===== src/rtl/timer_pkg.sv =====
// Shared definitions for the interval timer: state encoding and prescaler sizing.
// Latency: n/a (types and elaboration-time helpers only).
// Backpressure: n/a.
package timer_pkg;

    typedef enum logic [1:0] {
        ST_IDLE  = 2'd0,
        ST_RUN   = 2'd1,
        ST_PAUSE = 2'd2,
        ST_DONE  = 2'd3
    } state_t;

    // Clock cycles per tick; the caller guarantees an exact integer >= 2.
    function automatic int calc_pre(input int clk_hz, input int tick_hz);
        return clk_hz / tick_hz;
    endfunction

    // Bits needed to hold prescaler values 0..PRE-1.
    function automatic int calc_pre_w(input int clk_hz, input int tick_hz);
        return $clog2(calc_pre(clk_hz, tick_hz));
    endfunction

endpackage


===== src/rtl/timer_prescaler.sv =====
// Modulo-MOD cycle counter producing the tick timebase for the timer.
// Latency: tc is combinational from the current value and en.
// Backpressure: en low freezes the count in place (used for pause), clr restarts at 0.
// Ports: clk, reset (sync, active-low), en (advance), clr (sync clear), tc (terminal count & en).
module timer_prescaler #(
    parameter int MOD = 4,
    parameter int W   = 2
) (
    input  logic clk,
    input  logic reset,
    input  logic en,
    input  logic clr,
    output logic tc
);

    localparam logic [W-1:0] LAST = W'(MOD - 1);

    logic [W-1:0] value;

    always_ff @(posedge clk) begin
        if (!reset) begin
            value <= '0;
        end else if (clr) begin
            value <= '0;
        end else if (en) begin
            value <= (value == LAST) ? '0 : value + W'(1);
        end
    end

    assign tc = en && (value == LAST);

endmodule


===== src/rtl/timer_ctrl.sv =====
// Programmable interval timer: prescaled tick counter with one-shot/periodic modes.
// Latency: first expire visible the cycle after edge period*PRE following start.
// Backpressure: cfg_ready is high only in IDLE/DONE; config offered elsewhere is not taken.
// Ports: clk, reset (sync active-low), cfg_valid/cfg_ready/cfg_period/cfg_oneshot,
//        start/stop/clear strobes, expire pulse, wave, busy, count, state.
module timer_ctrl
    import timer_pkg::*;
#(
    parameter int CLK_HZ  = 50_000_000,
    parameter int TICK_HZ = 1000,
    parameter int CW      = 16
) (
    input  logic          clk,
    input  logic          reset,
    input  logic          cfg_valid,
    output logic          cfg_ready,
    input  logic [CW-1:0] cfg_period,
    input  logic          cfg_oneshot,
    input  logic          start,
    input  logic          stop,
    input  logic          clear,
    output logic          expire,
    output logic          wave,
    output logic          busy,
    output logic [CW-1:0] count,
    output logic [1:0]    state
);

    localparam int PRE = calc_pre(CLK_HZ, TICK_HZ);
    localparam int PW  = calc_pre_w(CLK_HZ, TICK_HZ);

    state_t        st_q, st_d;
    logic [CW-1:0] count_q, count_d;
    logic [CW-1:0] period_reg, period_eff;
    logic          oneshot_reg;
    logic          expire_q, expire_d;
    logic          wave_q, wave_d;
    logic          cfg_acc, run, stop_run, start_go, resume;
    logic          pre_en, pre_clr, tick, last_tick;

    assign cfg_acc    = cfg_valid && cfg_ready;
    // A start in the same cycle as an accepted config uses the new period.
    assign period_eff = cfg_acc ? cfg_period : period_reg;
    assign run        = (st_q == ST_RUN);
    assign stop_run   = !clear && stop && run;
    assign start_go   = !clear && start && ((st_q == ST_IDLE) || (st_q == ST_DONE))
                        && (period_eff != '0);
    assign resume     = !clear && !stop_run && start && (st_q == ST_PAUSE);

    // The prescaler freezes on the stop cycle so a tick landing there is dropped
    // and the held PRE-1 value ticks again in the first cycle after resume.
    assign pre_en     = run && !clear && !stop;
    assign pre_clr    = clear || start_go;
    assign last_tick  = tick && (count_q == CW'(1));

    timer_prescaler #(
        .MOD (PRE),
        .W   (PW)
    ) u_prescaler (
        .clk   (clk),
        .reset (reset),
        .en    (pre_en),
        .clr   (pre_clr),
        .tc    (tick)
    );

    // State register
    always_ff @(posedge clk) begin
        if (!reset) begin
            st_q <= ST_IDLE;
        end else begin
            st_q <= st_d;
        end
    end

    // Next-state logic: clear > stop > start > tick
    always_comb begin
        st_d = st_q;
        if (clear) begin
            st_d = ST_IDLE;
        end else if (stop_run) begin
            st_d = ST_PAUSE;
        end else if (start_go || resume) begin
            st_d = ST_RUN;
        end else if (last_tick && oneshot_reg) begin
            st_d = ST_DONE;
        end
    end

    // Tick counter and expire/wave next values
    always_comb begin
        count_d  = count_q;
        expire_d = 1'b0;
        wave_d   = wave_q;
        if (clear) begin
            count_d = '0;
        end else if (start_go) begin
            count_d = period_eff;
        end else if (tick) begin
            if (count_q > CW'(1)) begin
                count_d = count_q - CW'(1);
            end else if (count_q == CW'(1)) begin
                // Periodic reload lands on the same edge as the expiry: no gap cycle.
                count_d  = oneshot_reg ? '0 : period_reg;
                expire_d = 1'b1;
                wave_d   = ~wave_q;
            end
        end
    end

    always_ff @(posedge clk) begin
        if (!reset) begin
            count_q     <= '0;
            expire_q    <= 1'b0;
            wave_q      <= 1'b0;
            period_reg  <= '0;
            oneshot_reg <= 1'b0;
        end else begin
            count_q  <= count_d;
            expire_q <= expire_d;
            wave_q   <= wave_d;
            if (cfg_acc) begin
                period_reg  <= cfg_period;
                oneshot_reg <= cfg_oneshot;
            end
        end
    end

    // Outputs
    always_comb begin
        state     = st_q;
        busy      = (st_q == ST_RUN) || (st_q == ST_PAUSE);
        cfg_ready = (st_q == ST_IDLE) || (st_q == ST_DONE);
        count     = count_q;
        expire    = expire_q;
        wave      = wave_q;
    end

endmodule


===== config.mk =====
export PLATFORM = sky130hd
export DESIGN_NAME = timer_ctrl
export DESIGN_NICKNAME = d
export VERILOG_FILES = /design/src/rtl/timer_pkg.sv /design/src/rtl/timer_prescaler.sv /design/src/rtl/timer_ctrl.sv
export SDC_FILE = /design/constraint.sdc
export NUM_CORES = 1
export LEC_CHECK = 0
export ABC_AREA = 0
export CAP_MARGIN = 20
export CORE_UTILIZATION = 30
export CTS_BUF_LIST = sky130_fd_sc_hd__clkbuf_8 sky130_fd_sc_hd__clkbuf_16
export DETAILED_ROUTE_END_ITERATION = 10
export GPL_ROUTABILITY_DRIVEN = 1
export PLACE_DENSITY = 0.48
export SLEW_MARGIN = 10
export SYNTH_ARGS = -nofsm -noshare
export SYNTH_HDL_FRONTEND = slang
export SYNTH_HIERARCHICAL = 1
export SYNTH_SLANG_ARGS = --single-unit

===== constraint.sdc =====
create_clock -name clk -period 4.9 [get_ports clk]
set_input_delay 0.735 -clock clk [delete_from_list [all_inputs] [get_ports clk]]
set_output_delay 0.735 -clock clk [all_outputs]
set_load 0.005 [all_outputs]

[Word level (Yosys, flattened, before mapping)]
Index checks and enable logic that the tools add are counted.
Storage, ports and cells
  logic and storage cells: 66
  register bits after elaboration: 53
Operators by class
  equality and inequality tests: 5
  reductions and logical operators: 33
  multiplexer cells: 11
  add/subtract/negate cells: 2
  order comparisons: 1
  bitwise logic cells: 6
Operator list (count)
  $mux 16: 7
  $add 16x1->16 const B: 1
  $eq 16x1->1 const B: 1
  $eq 16x16->1 const B: 1
  $gt 16x1->1 const B: 1
  $reduce_bool 16->1: 1
  $sub 16x1->16 const B: 1
  $logic_and 1x1->1: 14
  $mux 2: 3
  $not 1->1: 6
  $reduce_bool 3->1: 2
  $reduce_and 5->1: 1
  $reduce_or 5->1: 1
  $eq 2x2->1 const B: 2
  $logic_or 1x1->1: 4
  $reduce_bool 2->1: 2
  $reduce_or 2->1: 2
  $logic_not 1->1: 3
  $reduce_or 3->1: 1
  $eq 2x1->1 const B: 1
  $logic_not 2->1: 1
  $reduce_and 2->1: 1
  $mux 1: 1

[Depth between registers and ports, before layout]
  depth after elaboration: 10
  mapped depth: 13
  mapped depth without buffers: 10

[Modules after synthesis]
Netlist, hierarchy kept.
Modules (own cells, without submodules)
  timer_ctrl: area each 2373.5 um^2, instances 1, cells each 269
  timer_prescaler: area each 762.0 um^2, instances 1, cells each 85

[Worst setup path before layout]
No wires, ideal clock.
  path type: reg2reg
  start: reg u_prescaler.value[11]
  end: reg count_q[15], in the netlist count[15]
  stages on the path, launching flop included: 8
  buffers on the path: 0
  slack: 1472 ps
  arrival time: 3289 ps
  cells stage by stage: dfxtp_1 or4b_1 or4_4 nor3_1 clkinv_1 or4b_2 a211oi_1 a211oi_1
Between the ends
  cells in the longest elaborated chain, start to end: 4
RTL lines
  from (decl): line timer_prescaler.sv:18  | logic [W-1:0] value;
  from (signal assigned): line timer_prescaler.sv:26  | value <= (value == LAST) ? '0 : value + W'(1);
  $eq 16x16->1: line timer_prescaler.sv:30  | assign tc = en && (value == LAST);
  $logic_and 1x1->1: line timer_prescaler.sv:30
  named net tick: line timer_ctrl.sv:39  | logic pre_en, pre_clr, tick, last_tick;
  $reduce_bool 2->1 (no line)
  $reduce_and 2->1 (no line)
  to (signal assigned): line timer_ctrl.sv:119  | count_q <= count_d;
  to (decl): line timer_ctrl.sv:33  | logic [CW-1:0] count_q, count_d;
The timed path passes the listed nets, and every way through them passes these cells.
A chain may end at the register's enable or synchronous reset.

[Worst setup path after layout]
  start: in clear
  end: reg count_q[15], in the netlist count[15]
Between the ends
  cells in the longest elaborated chain, start to end: 6
  elaborated cells between the ends (all ways): 12
RTL lines
  from (decl): line timer_ctrl.sv:21  | input logic clear,
  $logic_not 1->1: line timer_ctrl.sv:52  | assign pre_en = run && !clear && !stop;
  $logic_and 1x1->1 (2 in a row): line timer_ctrl.sv:52
  named net pre_en: line timer_ctrl.sv:39
  $logic_and 1x1->1: line timer_prescaler.sv:30
  named net tick: line timer_ctrl.sv:39
  $reduce_bool 2->1 (no line)
  $reduce_and 2->1 (no line)
The timed path passes the listed nets, and every way through them passes these cells.

==> run metrics <==
status=finished, final reports clean; Rel. slew slack=47.7%; CP Max Fanout=10; CTS Buffer Depth=2; Finish-stage setup viols=0; Cell variety after synth=65; register area share after synthesis=33.8%; Crit. End Element=register; core area=9950 um^2; global-route wire length before repair=14500 um; Final Non-Filler Cells=527; CTS tree=built; antenna cells=0; Seq cells post-synth=53; CTS hold repair buffers=0; chip width=104 um; fin. max-slew vios=0; Die H=104 um; Crit path buffers/inverters=4; Total GRT Usage=16.9%; final wirelength=8900 um; Clock Latency Late Sink=0.31 ns; synthesized instance count=354; RSZ-0062 raised after global routing=no; FP Rows=36; vias in the first global route=2747; Final Skew=0.00953 ns; share of layout cells above drive strength 1=8.63%; Placement Cell Area=3660 um^2; routed via count=2778; num ports=45; cts repair resizes=0; final instance area=3750 um^2; CP Data Arrival Time=3.62 ns; Final Hold Viols=0; DR WL/cell=16.9 um; Critical Path RT=5.08 ns; cell area after synthesis=3140 um^2; post-DP HPWL=6560 um; first drt pass iteration count=4; P&R area growth vs syn=19.8%; post-CTS setup buffer count=0; ANT nets after route=0; DP Cell Count=519; critical path launch point type=primary input; worst-path cell chain=clkdlybuf4s50_1, nor3b_1, buf_4, nand4_1, nor3_1, buf_4, clkinv_1, or4b_2, a211oi_1, a211oi_1; syn nets=382; HP Class=register to register; slowest stage cell, crit path=or4b_2; synthesized area per cell=8.86 um^2; Worst Tran Pin Value=0.781 ns; Worst-path clk slew=0.10 ns; number of fillers in the final layout=1044; initial antenna violation count=0; final period utilization=70.1%; Post-synth ARST share=0%; largest net degree at the start of global routing=22; DRC viols=0; max-capacitance violation count=0; Fmax achieved=0.291 GHz; top_reg_cell synth=dfxtp_1; critical path type=primary input to register; grt ovf=0; EDFF count, synth=0; slowest stage delay, CP=0.72 ns; clock root cell=clkbuf_8; yosys warns=6; nets@finish=421; CTS Sinks=53; setup_tns=0 ns; Static Leakage=1.32 nW; Peak VDD IR=0.000108 V; vias per cell=5.27; Routability Congestion=0.787; starting density of the core=31.5%; PwrDens=249 nW/um^2; htree depth=2; die area=10900 um^2; IO buf count=44; most frequent cells in the layout=dfxtp_1, clkdlybuf4s50_1, nor2_1; Final min period=3.43 ns; family with the most delay on the worst path=simple AND/OR/NAND/NOR gates; initial drt markers=113; commonest non-fill, non-tap cell in the layout=dfxtp_1; total CTS buffers=5
-- final timing paths --
| path | slack [ns] | to | start | cells past startpoint |
|---|---|---|---|---|
| setup reg to reg | 1.58 | count[15] | u_prescaler/value[11] | 8 |
| hold reg to reg | 0.51 | u_prescaler/value[15] | u_prescaler/value[15] | 2 |
| setup / recovery | 1.47 | count[15] | clear | 10 |
| hold / removal | 0.51 | u_prescaler/value[15] | u_prescaler/value[15] | 2 |
-- tightest hold or removal path, cell delays in order (launching register included) --
cell and delay, ns:
dfxtp_1 0.33, o21ai_0 0.08, a21oi_1 0.06
-- stage by stage --
stage / worst slack [ns] / total power [mW] / utilization (%) / hold WS [ns]
final: 1.47 / 0.936 / 37.7 / 0.513
after global routing: 1.25 / 0.986 / 37.7 / 0.536
after CTS: 1.47 / 0.947 / 37.7 / 0.516
after detailed placement: 1.15 / 0.680 / 36.8 / 0.501
after global placement: 1.25 / 0.680 / 36.8 / 0.474
after floorplan: 1.47 / 0.614 / - / 0.458
-- layout make-up --
cell class / instances / area, um^2 / area share (%)
Multi-Input combinational cell: 269 / 1900 / 50.5
Sequential cell: 53 / 1060 / 28.3
Timing Repair Buffer: 49 / 478 / 12.7
Tap cell: 133 / 166 / 4.43
Clock buffer: 6 / 82.6 / 2.20
Inverter: 15 / 56.3 / 1.50
Clock inverter: 2 / 13.8 / 0.367
-- routing by layer --
metal	track usage [%]	routed length, um	vias to the layer above
met5	0	0	-
met4	4.80	117	0
met3	2.32	204	8
met2	26.0	3960	41
met1	24.3	4620	1354
li1	-	-	1375
-- Yosys cell counts (9+ instances only) --
master   count  share of area [%]
nor2b_1     17                3.4
nand3_1     11                1.8
nor4_1      16                3.2
o21ai_0     13                2.1
nor2_1      36                4.3
mux2i_1     23                7.3
xnor2_1     14                3.9
a21oi_1     10                1.6
dfxtp_1     53                 34
inv_1       14                1.7
nand2_1     18                2.2
nor3_1       9                1.4
-- logic make-up after synthesis --
logic type	after synthesis	synth area share [%]
simple gates	153	28.6
compound gates	66	16.4
flops	53	33.8
buf+inv	32	5.67
mux	23	7.34
xor+xnor	22	6.15
fa+ha+maj	5	2.00
-- power by group --
part           total (mW)  leakage (nW)  internal, mW  switching (mW)
sequential          0.461         0.431         0.444          0.0176
combinational       0.209         0.833        0.0938           0.116
clock               0.265        0.0512         0.115           0.150
Note: power is estimated with default switching activity, not from simulation.
